`src/rtl/datapath_sequencer.sv`:
```
// ---------------------------------------------------------------------------
// datapath_sequencer
//
// Multi-cycle control sequencer for the MIPS-style datapath. It accepts one
// 16-bit instruction per valid/ready handshake and steps it through
// READ -> EXEC -> (MEM) -> (WB), driving the datapath control interface.
// It also captures ALU status flags and counts retired instructions.
//
// Ports:
//   clk, rst            clock; asynchronous active-high reset
//   instr, instr_valid  instruction word and its valid strobe
//   instr_ready         high only in IDLE; the handshake accepts instr
//   alu_zero, alu_ovf   live ALU status, captured at the end of EXEC
//   RegWrite, RegRead   register file write strobe / read enable
//   rd0_addr, rd1_addr  source register addresses (rs, rt)
//   wr_addr             destination register address
//   ALUSrc1, ALUSrc2    operand selects (constant zero for A, imm for B)
//   ALUOp, imm          ALU operation and immediate operand
//   MemWrite, MemtoReg  data memory write strobe / write-back source select
//   done, err           retire pulse; err accompanies done for bad opcodes
//   zero_flag, ovf_flag flags from the last ALU-class instruction
//   instr_count         retired-instruction counter (wraps)
// ---------------------------------------------------------------------------
module datapath_sequencer #(
  parameter logic [2:0] ALU_ADD = 3'b000,
  parameter int         CNT_W   = 8
) (
  input  logic             clk,
  input  logic             rst,
  input  logic [15:0]      instr,
  input  logic             instr_valid,
  output logic             instr_ready,
  input  logic             alu_zero,
  input  logic             alu_ovf,
  output logic             RegWrite,
  output logic             RegRead,
  output logic [1:0]       rd0_addr,
  output logic [1:0]       rd1_addr,
  output logic [1:0]       wr_addr,
  output logic             ALUSrc1,
  output logic             ALUSrc2,
  output logic [2:0]       ALUOp,
  output logic [7:0]       imm,
  output logic             MemWrite,
  output logic             MemtoReg,
  output logic             done,
  output logic             err,
  output logic             zero_flag,
  output logic             ovf_flag,
  output logic [CNT_W-1:0] instr_count
);

  localparam logic [2:0] S_IDLE = 3'd0;
  localparam logic [2:0] S_READ = 3'd1;
  localparam logic [2:0] S_EXEC = 3'd2;
  localparam logic [2:0] S_MEM  = 3'd3;
  localparam logic [2:0] S_WB   = 3'd4;

  localparam logic [3:0] OP_NOP  = 4'd0;
  localparam logic [3:0] OP_RALU = 4'd1;
  localparam logic [3:0] OP_ADDI = 4'd2;
  localparam logic [3:0] OP_LI   = 4'd3;
  localparam logic [3:0] OP_LW   = 4'd4;
  localparam logic [3:0] OP_SW   = 4'd5;

  logic [2:0] state;
  logic [2:0] state_nxt;
  logic [3:0] op_q;

  // Fields of the word currently offered on instr.
  logic [3:0] in_op;
  logic [1:0] in_rs;
  logic [1:0] in_rt;
  logic [1:0] in_rd;
  logic [2:0] in_funct;
  logic       in_itype;

  assign in_op    = instr[15:12];
  assign in_rs    = instr[11:10];
  assign in_rt    = instr[9:8];
  assign in_rd    = instr[7:6];
  assign in_funct = instr[2:0];
  // ADDI, LI, LW and SW all take imm as ALU operand B.
  assign in_itype = (in_op >= OP_ADDI) && (in_op <= OP_SW);

  logic accept;
  logic op_illegal;
  logic op_alu;

  assign accept     = (state == S_IDLE) && instr_valid;
  assign op_illegal = (op_q > OP_SW);
  assign op_alu     = (op_q == OP_RALU) || (op_q == OP_ADDI) || (op_q == OP_LI);

  // Next-state logic.
  always_comb begin
    // NOTE: assigning a default before the case keeps every path covered, so no latch is inferred.
    state_nxt = state;
    case (state)
      S_IDLE: if (accept) state_nxt = S_READ;
      S_READ: begin
        if (op_q == OP_NOP || op_illegal) state_nxt = S_IDLE;
        else                              state_nxt = S_EXEC;
      end
      S_EXEC: begin
        if (op_q == OP_LW || op_q == OP_SW) state_nxt = S_MEM;
        else                                state_nxt = S_WB;
      end
      S_MEM: begin
        if (op_q == OP_LW) state_nxt = S_WB;
        else               state_nxt = S_IDLE;
      end
      S_WB:    state_nxt = S_IDLE;
      default: state_nxt = S_IDLE;
    endcase
  end

  // State, latched instruction fields, flags and counter.
  always_ff @(posedge clk or posedge rst) begin
    // NOTE: every control register has a reset value so nothing leaves reset as X.
    if (rst) begin
      state       <= S_IDLE;
      op_q        <= OP_NOP;
      rd0_addr    <= '0;
      rd1_addr    <= '0;
      wr_addr     <= '0;
      ALUSrc1     <= 1'b0;
      ALUSrc2     <= 1'b0;
      ALUOp       <= '0;
      imm         <= '0;
      zero_flag   <= 1'b0;
      ovf_flag    <= 1'b0;
      instr_count <= '0;
    end else begin
      // NOTE: non-blocking assignments so every register samples pre-edge values.
      state <= state_nxt;

      // Operand fields are captured once and held through retire and beyond.
      if (accept) begin
        op_q     <= in_op;
        rd0_addr <= in_rs;
        rd1_addr <= in_rt;
        wr_addr  <= (in_op == OP_RALU) ? in_rd : in_rt;
        ALUSrc1  <= (in_op == OP_LI);
        ALUSrc2  <= in_itype;
        ALUOp    <= (in_op == OP_RALU) ? in_funct : ALU_ADD;
        imm      <= in_itype ? instr[7:0] : 8'h00;
      end

      // The ALU has settled by the last EXEC cycle; loads/stores leave flags alone.
      if (state == S_EXEC && op_alu) begin
        zero_flag <= alu_zero;
        ovf_flag  <= alu_ovf;
      end

      if (done) instr_count <= instr_count + 1'b1;
    end
  end

  // Strobes decode straight from state so an asynchronous reset drops them
  // without waiting for a clock edge.
  assign instr_ready = (state == S_IDLE);
  assign RegRead     = (state == S_READ);
  assign RegWrite    = (state == S_WB);
  assign MemWrite    = (state == S_MEM) && (op_q == OP_SW);
  // LW keeps MemtoReg through WB to cover the synchronous memory read latency.
  assign MemtoReg    = ((state == S_MEM) || (state == S_WB)) && (op_q == OP_LW);
  assign err         = (state == S_READ) && op_illegal;
  assign done        = ((state == S_READ) && ((op_q == OP_NOP) || op_illegal)) ||
                       ((state == S_MEM)  && (op_q == OP_SW)) ||
                       (state == S_WB);

endmodule

```
`config.mk`:
```
export PLATFORM = sky130hd
export DESIGN_NAME = datapath_sequencer
export DESIGN_NICKNAME = d
export VERILOG_FILES = /design/src/rtl/datapath_sequencer.sv
export SDC_FILE = /design/constraint.sdc
export NUM_CORES = 1
export LEC_CHECK = 0
export ABC_CLOCK_PERIOD_IN_PS = 3660
export BUFFER_PORTS_ARGS = -buffer_cell sky130_fd_sc_hd__buf_2
export CAP_MARGIN = 25
export CORE_MARGIN = 10
export CORE_UTILIZATION = 30
export CTS_CLUSTER_DIAMETER = 40
export DETAILED_ROUTE_END_ITERATION = 8
export PLACE_DENSITY = 0.59
export SYNTH_ARGS = -nofsm -noshare
export SYNTH_HDL_FRONTEND = slang
export SYNTH_SLANG_ARGS = --single-unit
```
`constraint.sdc`:
```
create_clock -name clk -period 3.66 [get_ports clk]
set_input_delay 0.549 -clock clk [delete_from_list [all_inputs] [get_ports clk]]
set_output_delay 0.549 -clock clk [all_outputs]
set_load 0.005 [all_outputs]
```
Word level (Yosys, flattened, before mapping):

Index checks and enable logic that the tools add are counted.

* flip-flop bits (word level): 36
* bits in latches: 0
* bits in read-only memories: 0
* word-level logic and storage cells: 52
* memories kept: 0
* output and inout port bits: 36
* bits in writable memories: 0
* input port bits: 21

* multipliers: 0
* shift-type cells: 0
* multiplexer cells: 8
* eq/ne operators: 12
* div/mod/pow operators: 0
* $lt $le $gt $ge: 3
* $add $sub $neg: 1
* reductions and logical operators: 16
* bitwise gates (word level): 0

Operators with widths (number)
* $eq A4 B2 Y1 const B: 3
* $mux W3: 4
* $pmux W3 S4: 1
* $add A8 B1 Y8 const B: 1
* $eq A4 B1 Y1 const B: 2
* $eq A4 B3 Y1 const B: 2
* $mux W8: 1
* $logic_and A1 B1 Y1: 7
* $logic_or A1 B1 Y1: 7
* $eq A3 B2 Y1 const B: 2
* $ge A4 B2 Y1 const B: 1
* $gt A4 B3 Y1 const B: 1
* $le A4 B3 Y1 const B: 1
* $logic_not A4 Y1: 1
* $mux W2: 2
* $eq A3 B1 Y1 const B: 1
* $eq A3 B3 Y1 const B: 1
* $logic_not A3 Y1: 1
* $ne A2 B1 Y1 const B: 1

Depth between registers and ports, before layout:

* word-level depth: 5
* gate-level depth with buffers: 5
* depth with buffers taken out: 4

Least setup slack after synthesis:

No wires, ideal clock.

* kind: reg-to-output
* start: register state[0]
* end: output port done
* data required time: 3.111 ns
* cell stages (with the launch flop): 4
* path buffers: 0
* slack: 1.938 ns
* data arrival time: 1.173 ns
* cells stage by stage: dfrtp_1 and3b_2 a31oi_1 nand2_1

* longest elaborated chain between the ends: 4
* elaborated cells between the ends (all ways): 7
* those cells by class: eq/ne: 3; reduce/logical: 4

Ends and longest elaborated chain
* from (decl): line 66 `logic [2:0] state;`
* from (signal assigned): line 135 `state <= state_nxt;`
* $eq A3 B1 Y1 / $eq A3 B2 Y1 (equally long branches): line 168, 169
* $logic_and A1 B1 Y1, on equally long branches: line 168, 169
* $logic_or A1 B1 Y1: line 168 `assign done = ((state == S_READ) && ((op_q == OP_NOP) || op_illegal)) ||`
* $logic_or A1 B1 Y1 *: line 169 `((state == S_MEM) && (op_q == OP_SW)) ||`
* to (decl): line 46 `output logic done,`

Every way passes the cells marked *; elsewhere a longest branch is shown, timed or not.

Worst setup path after layout:

Same ends and word-level chain as after synthesis.

==> results.md <==
* Outcome: finished, final reports clean
* Clock power frac at 0.186
* Final setup fails at 0
* CTS tree: yes
* Placed Cells at about 250
* RSZ-0062 raised after global routing: no
* Syn nets at 145
* Initial antenna violation count at 0
* Root buffer cell: clkbuf_8
* GR Util met1 at 0.09976
* Main synth FF type: dfrtp_1
* Post-route ant nets at 0
* CP peak stage delay at roughly 0.45 ns
* Crit-path cells: and3b_2 -> a31oi_1 -> nand2_1 -> buf_2
* Final Cell Area at approximately 2000 um2
* Clk buf depth at 2
* Yosys top cell by area: dfrtp_1
* Yosys top cell area share at 0.5802
* First-pass detailed-route iteration total at 4
* Setup repair bufs after CTS at 0
* Core Rows at 26
* Switching Fraction at 0.3543
* Core Region at between 5000 and 6000 um2
* FFs w/ async S/R, synth at 1.000
* Worst Hold Margin at roughly 0.25 ns
* Commonest cells in the synthesized netlist: 36 x dfrtp_1, 11 x a22o_1, 10 x mux2_2
* Worst-path clk slew at approximately 0.07 ns
* Required @ worst endpoint at 3.11 ns
* Global Route met2 Usage at 0.1324
* Finished Layout Cells at 257
* Routed wire length at ~3.7 mm
* IO Pins at 57
* Initial core utilization at 0.3060
* Worst reg-to-reg path cell count at 4
* Grt peak-use layer: met2
* Register-to-register setup slack at roughly 1.5 ns
* Seq/Total Area, Yosys at 0.5802
* Worst-Margin Slew at around 0.76 ns
* Fin crit period at around 2.3 ns
* Total of max-cap violations at 0
* Syn Std Cell Area at ~1600 um2
* Post-DP HPWL at 2.900 mm
* Inserted Clock Buffers at 5
* Crit path from: state[0]$_DFFE_PP0P_
* Synthesis-to-layout area growth at 31.51%
* Hold Buf Count CTS at 0
* Static leakage at approximately 1.0 nW
* # resized after CTS at 0
* Crit start category: register
* Die Footprint at between 8000 and 9000 um2
* Final nets at 208
* Placed instance area at just under 2000 um2
* Synth warn at 0
* Share of post-route cells with drive strength above 1 at 0.4385
* R2r endpoint: imm[5]$_DFFE_PP0P_
* Synth area leaders: dfrtp_1 58%, mux2_2 7.3%, a22o_1 6.2%
* Syn Inst Count at approximately 120
* PwrDens at a little under 800 nW/um2
* Crit Path Category: register to output port
* CP max-delay cell: dfrtp_1
* Seq pwr share at 0.441
* Number of synthesized register bits at 36
* Worst setup EP type: output port
* Largest net degree at the start of global routing at 29
* Via count at about 1200
* Remaining global-route overflow at 0
* Worst vdd ir at about 440 uV
* Met3 Use GR at 0.06683
* Die height at about 92 um
* Setup_tns at 0 ns
* Layout Skew at approximately 0.0035 ns
* Worst-Skew Late Latency at slightly below 0.3 ns
* GRT Resource Usage Total at 0.08890
* Int Pwr at between 0.001 and 0.0015 W
* Switching power at 0.0005581 W
* Worst hold path class: primary input to asynchronous set/reset pin
* N_diodes at 0
* Avg WL per Cell at 14.42 um
* Vias per inst at 4.665
* Mean area per synthesized cell at 12.62 um2
* Unique masters post-synth at 33
* Hold Violations, Final at 0
* Worst EP arrival at 1.79 ns
* Final worst path period share at 0.6401
* Die Wd at slightly above 90 um
* Comb pwr share at 0.373
* DRC Markers at 0
* Vias in the first global route at about 1200
* First-pass GRT wire length at between 6 and 7 mm
* Post-synth EDFFs at 0
* Critical path peak fanout at 8
* Max-slew headroom at 0.4872
* Final Util at 0.4024
* Top-count cell post-synth: dfrtp_1
* Final Max Tran Viols at 0
* GP Congestion at between 0.7 and 0.8
* Max Fclk at around 430 MHz
* CTS H-Tree Depth at 2
* FF-to-FF Start: state[0]$_DFFE_PP0P_
* DRT iter0 DRCs at 40
* IO buf count at 56
* CTS Sinks at 36
power by group through the flow:
stage	registers [W]	logic, W	clock network, W
after global placement	0.000699	0.000599	0
after detailed placement	0.000696	0.000608	0
after CTS	0.000694	0.000607	0.000306
after floorplan	0.000688	0.000348	0
after global routing	0.000720	0.000661	0.000327
final	0.000695	0.000588	0.000293
critical path, delay by kind of cell (launching register included):
kind            cells  cell delay (ns)
compound gates      1             0.44
simple gates        2             0.44
buf+inv             1             0.17
flops               1             0.45
registers in the layout, indices dropped and copies added, names as in the netlist, 2 cells and up:
name,count
op_q,4
instr_count,8
imm,8
wr_addr,2
rd0_addr,2
ALUOp,3
state,3
rd1_addr,2
routing by layer:
layer	wire (um)	part of all wire
met5	0	0
met2	1658	0.45
met3	474	0.13
met1	1548	0.42
met4	25	0.0067
final cells by class:
class,instances,area (um2)
Tap cell,70,87.58
Clock inverter,1,7.507
Sequential cell,36,900.9
Inverter,1,3.754
Multi-Input combinational cell,84,640.6
Fill cell,516,3033
Timing Repair Buffer,58,315.3
Clock buffer,7,86.33
cell families after synthesis:
group                      count (synthesis)  share of synthesized area
adders and majority gates                  1                   0.008057
xor gates and xnor gates                   8                    0.04513
AOI/OAI and AO/OA                         27                     0.1193
and+or+nand+nor                           34                     0.1354
buffers and inverters                      3                   0.007252
DFF                                       36                     0.5802
muxes                                     14                     0.1048
worst max-delay path by stage:
| stage | endpoint | slack [ns] | cells past startpoint |
|---|---|---|---|
| 2_1_floorplan | done | 1.94 | 3 |
| 3_3_place_gp | imm[5]$_DFFE_PP0P_ | 1.52 | 4 |
| 3_5_place_dp | imm[0]$_DFFE_PP0P_ | 1.47 | 4 |
| 4_1_cts | done | 1.30 | 4 |
| 5_1_grt | done | 1.14 | 4 |
| 6_report | done | 1.32 | 4 |
per-stage QoR:
stage	power, W	setup WS [ns]
finish	0.001575	1.317
global route	0.001708	1.142
CTS	0.001607	1.300
detailed placement	0.001304	1.471
global placement	0.001297	1.515
floorplan	0.001036	1.938
layout by cell type, fill, tap and decap left out, types with 2 or more instances in the layout:
cell,instances
nor3_1,3
nor3b_1,4
and2_1,2
mux2_2,10
mux2_4,2
nand3_1,3
dfrtp_1,36
xor2_1,7
nand2_1,6
nor2_1,3
buf_2,56
mux2i_1,2
clkbuf_8,6
nand4_1,2
a21o_1,2
and3_1,2
a22o_1,11
o21ai_0,6
a21oi_1,5
No activity file was read; power rests on OpenSTA's default activity.
